$ cat config.mk
export PLATFORM = sky130hd
export DESIGN_NAME = fetch_sequencer
export DESIGN_NICKNAME = d
export VERILOG_FILES = /design/src/rtl/fetch_sequencer.sv
export SDC_FILE = /design/constraint.sdc
export NUM_CORES = 1
export LEC_CHECK = 0
export ABC_AREA = 1
export BUFFER_PORTS_ARGS = -buffer_cell sky130_fd_sc_hd__buf_2
export CORE_ASPECT_RATIO = 0.7
export CORE_UTILIZATION = 41
export CTS_CLUSTER_SIZE = 20
export DETAILED_ROUTE_END_ITERATION = 10
export GPL_TIMING_DRIVEN = 0
export HOLD_SLACK_MARGIN = 0.08
export PLACE_DENSITY = 0.72
export SLEW_MARGIN = 25
export SYNTH_ARGS = -nofsm -noshare
export SYNTH_HDL_FRONTEND = slang
export SYNTH_SLANG_ARGS = --single-unit
$ cat constraint.sdc
create_clock -name clk -period 2.1 [get_ports clk]
set_input_delay 0.105 -clock clk [delete_from_list [all_inputs] [get_ports clk]]
set_output_delay 0.105 -clock clk [all_outputs]
set_load 0.01 [all_outputs]
$ cat src/rtl/fetch_sequencer.sv
// Instruction fetch/execute sequencer: fetches a word from instruction memory, waits for the
// datapath to finish it, then redirects the PC or halts. Every output is a flop.
module fetch_sequencer #(
  parameter logic [31:0] RESET_PC = 32'h0000_0000
) (
  input  logic        clk,
  input  logic        rst,
  input  logic        start,
  input  logic        imem_ack,
  input  logic [31:0] imem_data,
  input  logic        exec_done,
  input  logic        halt_req,
  input  logic [31:0] pc_new,
  output logic [31:0] pc,
  output logic        imem_req,
  output logic [31:0] imem_addr,
  output logic [31:0] instr,
  output logic        instr_valid,
  output logic [1:0]  state,
  output logic [31:0] retired
);

  localparam logic [1:0] StIdle   = 2'b00;
  localparam logic [1:0] StFetch  = 2'b01;
  localparam logic [1:0] StExec   = 2'b10;
  localparam logic [1:0] StHalted = 2'b11;

  localparam logic [31:0] ResetPcAligned = {RESET_PC[31:2], 2'b00};

  logic [1:0]  state_q, state_d;
  logic [31:0] pc_q, pc_d;
  logic        imem_req_q, imem_req_d;
  logic [31:0] instr_q, instr_d;
  logic        instr_valid_q, instr_valid_d;
  logic [31:0] retired_q, retired_d;

  always_comb begin
    state_d       = state_q;
    pc_d          = pc_q;
    imem_req_d    = imem_req_q;
    instr_d       = instr_q;
    instr_valid_d = 1'b0;
    retired_d     = retired_q;

    case (state_q)
      StIdle: begin
        if (start) begin
          state_d    = StFetch;
          imem_req_d = 1'b1;
        end
      end
      StFetch: begin
        if (imem_ack) begin
          instr_d       = imem_data;
          instr_valid_d = 1'b1;
          imem_req_d    = 1'b0;
          state_d       = StExec;
        end
      end
      StExec: begin
        if (exec_done) begin
          // retired wraps naturally at 2^32.
          retired_d = retired_q + 32'd1;
          if (halt_req) begin
            state_d = StHalted;
          end else begin
            pc_d       = {pc_new[31:2], 2'b00};
            imem_req_d = 1'b1;
            state_d    = StFetch;
          end
        end
      end
      default: begin
        // Halted: only reset leaves this state.
        imem_req_d = 1'b0;
      end
    endcase
  end

  always_ff @(posedge clk) begin
    if (rst) begin
      state_q       <= StIdle;
      pc_q          <= ResetPcAligned;
      imem_req_q    <= 1'b0;
      instr_q       <= 32'h0000_0000;
      instr_valid_q <= 1'b0;
      retired_q     <= 32'h0000_0000;
    end else begin
      state_q       <= state_d;
      pc_q          <= pc_d;
      imem_req_q    <= imem_req_d;
      instr_q       <= instr_d;
      instr_valid_q <= instr_valid_d;
      retired_q     <= retired_d;
    end
  end

  assign pc          = pc_q;
  assign imem_addr   = pc_q;
  assign imem_req    = imem_req_q;
  assign instr       = instr_q;
  assign instr_valid = instr_valid_q;
  assign state       = state_q;
  assign retired     = retired_q;

endmodule

Yosys cells after proc, flatten, opt, wreduce, memory -nomap -nowiden
Index checks and enable logic that the tools add are counted.

Bits in registers: 98. Latch bits: 0. RAM bits: 0. Bits in read-only memories: 0. Input bits: 70. Logic and storage cells: 34. Memories: 0.

$add $sub $neg: 1. Multipliers: 0. Divide/modulo/power cells: 0. Magnitude comparators: 0. Equality and inequality tests: 6. Shifts and indexed selects: 0. Multiplexer cells: 11. Bitwise gates (word level): 2. Reduce and logical (&&, ||, !) cells: 8.

Operators by type and width (number): 32-bit by 1-bit adder with 32-bit output, second input constant (1); 2-bit two-way mux (4); 2-bit != test, second input constant (4); 4-bit AND reduction (2); 2-bit case mux with 3 select lines (1); 1-bit two-way mux (5); 2-bit AND reduction (2); 1-bit case mux with 3 select lines (1); 3-bit AND reduction (1); 3-bit nonzero test (1); 2-bit by 1-bit equality test with 1-bit output, second input constant (1); 2-bit equality test, second input constant (1); 2-bit logical NOT (1); 1-bit inverter (2); 2-bit OR reduction (1).

Logic depth before layout (Yosys ltp)
Word-level depth: 3. Mapped depth: 10. Depth with buffers taken out: 10.

Worst setup path after synthesis
Ideal clock, no wire load.

Path type: register -> register. From: register state_q[0], in the netlist state[0]. To: register pc_q[11], in the netlist imem_addr[11]. Library setup time: 0.064 ns. Data arrival time: 1.489 ns. Data required time: 2.036 ns. Slack: 0.546 ns. Cell stages (with the launch flop): 10. Path buffers: 2. Clock period less this slack: 1.554 ns. Cell sequence: dfxtp_1 inv_1 ha_1 nand2_2 buf_6 nor2_4 inv_1 clkbuf_1 nor2_1 nor2_1.

Word-level cells in the longest chain between the ends: 2.

Ends and longest elaborated chain: start: declaration (RTL line 30) `logic [1:0] state_q, state_d;`; start signal: assignment (RTL line 82) `state_q <= StIdle;`; start signal: assignment (RTL line 89) `state_q <= state_d;`; 2-bit equality test (RTL line 45) `case (state_q)`; 3-bit AND reduction (no source line); end signal: assignment (RTL line 83) `pc_q <= ResetPcAligned;`; end signal: assignment (RTL line 90) `pc_q <= pc_d;`; end: declaration (RTL line 31) `logic [31:0] pc_q, pc_d;`.

No other way between the ends. A chain may end at the register's enable or synchronous reset.

Worst setup path after layout
From: register state_q[0], in the netlist state[0]. To: register pc_q[17], in the netlist imem_addr[17].

The elaborated chain is that of the path after synthesis.

==> flow_summary.toml <==
[status]
status = "complete, no violations"

[detailed_routing]
drt_iter0_markers = 268
wirelength_mm = 13.0
drt_pass1_iterations = 4
viasPerCell = 4.63
vias = 4758
wire_per_inst_um = 12.7
ant_nets = 0
drc = 0

[logic_synthesis]
yosys.area.top_type = "dfxtp_1"
synth_area_leaders = "dfxtp_1 44%, nor2_1 15%, o21ai_0 8.7%, buf_4 5.7%, nand2_1 5.1%"
synth_cell_type_count = 34
ys_seq_area_share_pct = 44.1
syn_avg_cell_area_um2 = 7.19
netlist_instances = 619
syn-cell-area_um2 = 4450
ys_ff_latch = 98
synth_top_area_share_pct = 44.1
ys_warn_count = 0

[hold_path]
hold_class = "in -> reg"
min_path_cells = 4

[floorplanning]
die_h_um = 89.2
fp.dieW_um = 127
io_pins = 202
start_util_pct = 42.7
core.rowCount = 31
die_area_um2 = 11300
design.core.area_um2 = 10400

[setup_path]
end_kind = "register"
path_class = "reg -> reg"
worstPathMaxFanout = 10
r2r_cells = 9
start_kind = "register"
cp.required_ps = 2380
crit_arrival_ps = 2080

[placed_design]
port_buffers = 195
dp_hpwl_mm = 9.09
post-place-ws_ps = 308
routabilityCongestion = 0.851

[clock_network]
tritoncts = "built"
clock_latency_ps = 340
root_buffer = "clkbuf_16"
cts_max_level = 3
post_cts_resized = 0
clockBufferDepth = 2
cts_buffers = 9
clk_pin_slew_ps = 70
cts.sinks = 98

[cells_and_area]
diodes = 0
syn_to_final_growth_pct = 45.9
drive_gt1_share_pct = 30.6
nets = 966

[grt]
grt_pass1_wl_mm = 20.4
first_global_vias = 4336
grt_max_degree = 16
antenna_found_initial = 0
grtUsageTotal_pct = 23.3
grt_overflow_total = 0

[sta]
finClkSkew_ps = 4.75
worstMarginPinSlew_ps = 644
slew_headroom_pct = 57.0
hold_ws_ps = 186
fin_crit_ps = 1800
setup_ws_ps = 304
fmax_ghz = 0.557
setup_violations = 0
final_hold_viol_count = 0
fin_tns_setup_ps = 0
rsz0062_at_grt = "false"
fin_crit_sh_pct = 85.5
report.final.slew_viol_count = 0

[power_and_ir_drop]
ir_worst_vdd_mv = 0.411
power.density_nw_per_um2 = 777
fin_total_pwr_uw = 5050
p_leak_uw = 0.00330

[job]
drv_cap = 0
[flip-flops by register name, indices dropped and copies added, names as in the netlist]
| signal | cells |
|---|---|
| instr_valid | 1 |
| retired | 32 |
| imem_req | 1 |
| state | 2 |
| imem_addr | 30 |
| instr | 32 |
[cells in the mapped netlist]
| library cell | number |
|---|---|
| nand4_1 | 7 |
| nand3_2 | 3 |
| o21bai_2 | 1 |
| clkbuf_1 | 16 |
| nand2_2 | 6 |
| nand2_1 | 61 |
| nand2_4 | 1 |
| nor2_1 | 181 |
| nor3_1 | 5 |
| buf_4 | 34 |
| buf_2 | 5 |
| a21o_1 | 1 |
| nand3_1 | 20 |
| nand3b_1 | 1 |
| inv_1 | 54 |
| xnor2_1 | 2 |
| nor2_4 | 7 |
| a211oi_1 | 1 |
| o21a_1 | 2 |
| o22ai_1 | 1 |
| ha_1 | 5 |
| inv_2 | 1 |
| conb_1 | 1 |
| nand3b_2 | 1 |
| nor3b_1 | 1 |
| a31oi_1 | 1 |
| nor2_2 | 3 |
| a21oi_1 | 15 |
| buf_6 | 2 |
| o21ai_1 | 3 |
| nor2_8 | 1 |
| dfxtp_1 | 98 |
| and3_1 | 1 |
| o21ai_0 | 77 |
[final cells by class]
type	instances	area (µm²)
Buffer	57	363
Clock inverter	5	32.5
Timing Repair Buffer	258	1610
Inverter	55	206
Multi-Input combinational cell	412	1930
Fill cell	947	3940
Sequential cell	98	1960
Tap cell	132	165
Clock buffer	10	229
[routing by layer]
layer,share of wire (%),up-vias,track usage [%]
li1,-,2452,-
met1,47,2116,28.9
met2,46,174,41.1
met3,6.0,16,5.09
met4,1.4,0,7.34
met5,0,-,0
[stage by stage]
step,instance area (µm²),instances,util [%]
2_1_floorplan,4460,622,-
3_3_place_gp,5600,949,53.7
3_5_place_dp,5600,949,53.7
4_1_cts,6490,1027,62.2
5_1_grt,6490,1027,62.2
6_report,6490,1027,62.2
[final timing paths]
check | start | to | slack (ps)
hold / removal | halt_req | imem_req | 190
setup reg to reg | state[0] | imem_addr[17] | 300
setup / recovery | state[0] | imem_addr[17] | 300
hold reg to reg | instr[30] | instr[30] | 480
[power breakdown]
| part | leakage (µW) | switching (µW) | internal (µW) |
|---|---|---|---|
| combinational | 0.00239 | 738 | 588 |
| clock | 0.000120 | 702 | 793 |
| sequential | 0.000795 | 140 | 2090 |
[worst max-delay path, cell delays in order (launching register included)]
cell      delay [ps]
dfxtp_1          400
inv_1             90
ha_1             240
nand2_2          140
buf_6            180
nor2_4            50
inv_1             80
clkbuf_1         350
nor2_1            90
nor2_1           100
[layout by cell type, fill, tap and decap left out, drive strengths merged]
master,netlist,final
dfxtp,98,98
a31oi,1,1
clkbuf,16,26
buf,41,236
nor2,192,192
a211oi,1,1
conb,1,4
nor3,5,5
o21a,2,2
o22ai,1,1
nand3,23,23
nand4,7,7
a21oi,15,15
xnor2,2,2
o21bai,1,1
nand2,68,68
inv,55,55
and3,1,1
clkinvlp,0,3
o21ai,80,80
ha,5,5
a21o,1,1
dlygate4sd3,0,63
nand3b,2,2
clkinv,0,2
nor3b,1,1
[kinds of logic after synthesis]
group / count (synthesis) / share of synthesized area (%)
compound gates: 102 / 11.9
flops: 98 / 44.1
xor+xnor: 2 / 0.394
other cells: 1 / 0.0843
fa+ha+maj: 5 / 1.41
buf+inv: 112 / 12.8
simple gates: 299 / 29.4
[timing repair]
item,4_1_cts,5_1_grt
endpoints found under the hold margin,63,0
setup buffers,0,0
hold buffers,63,0
(Power assumes the default switching activity.)
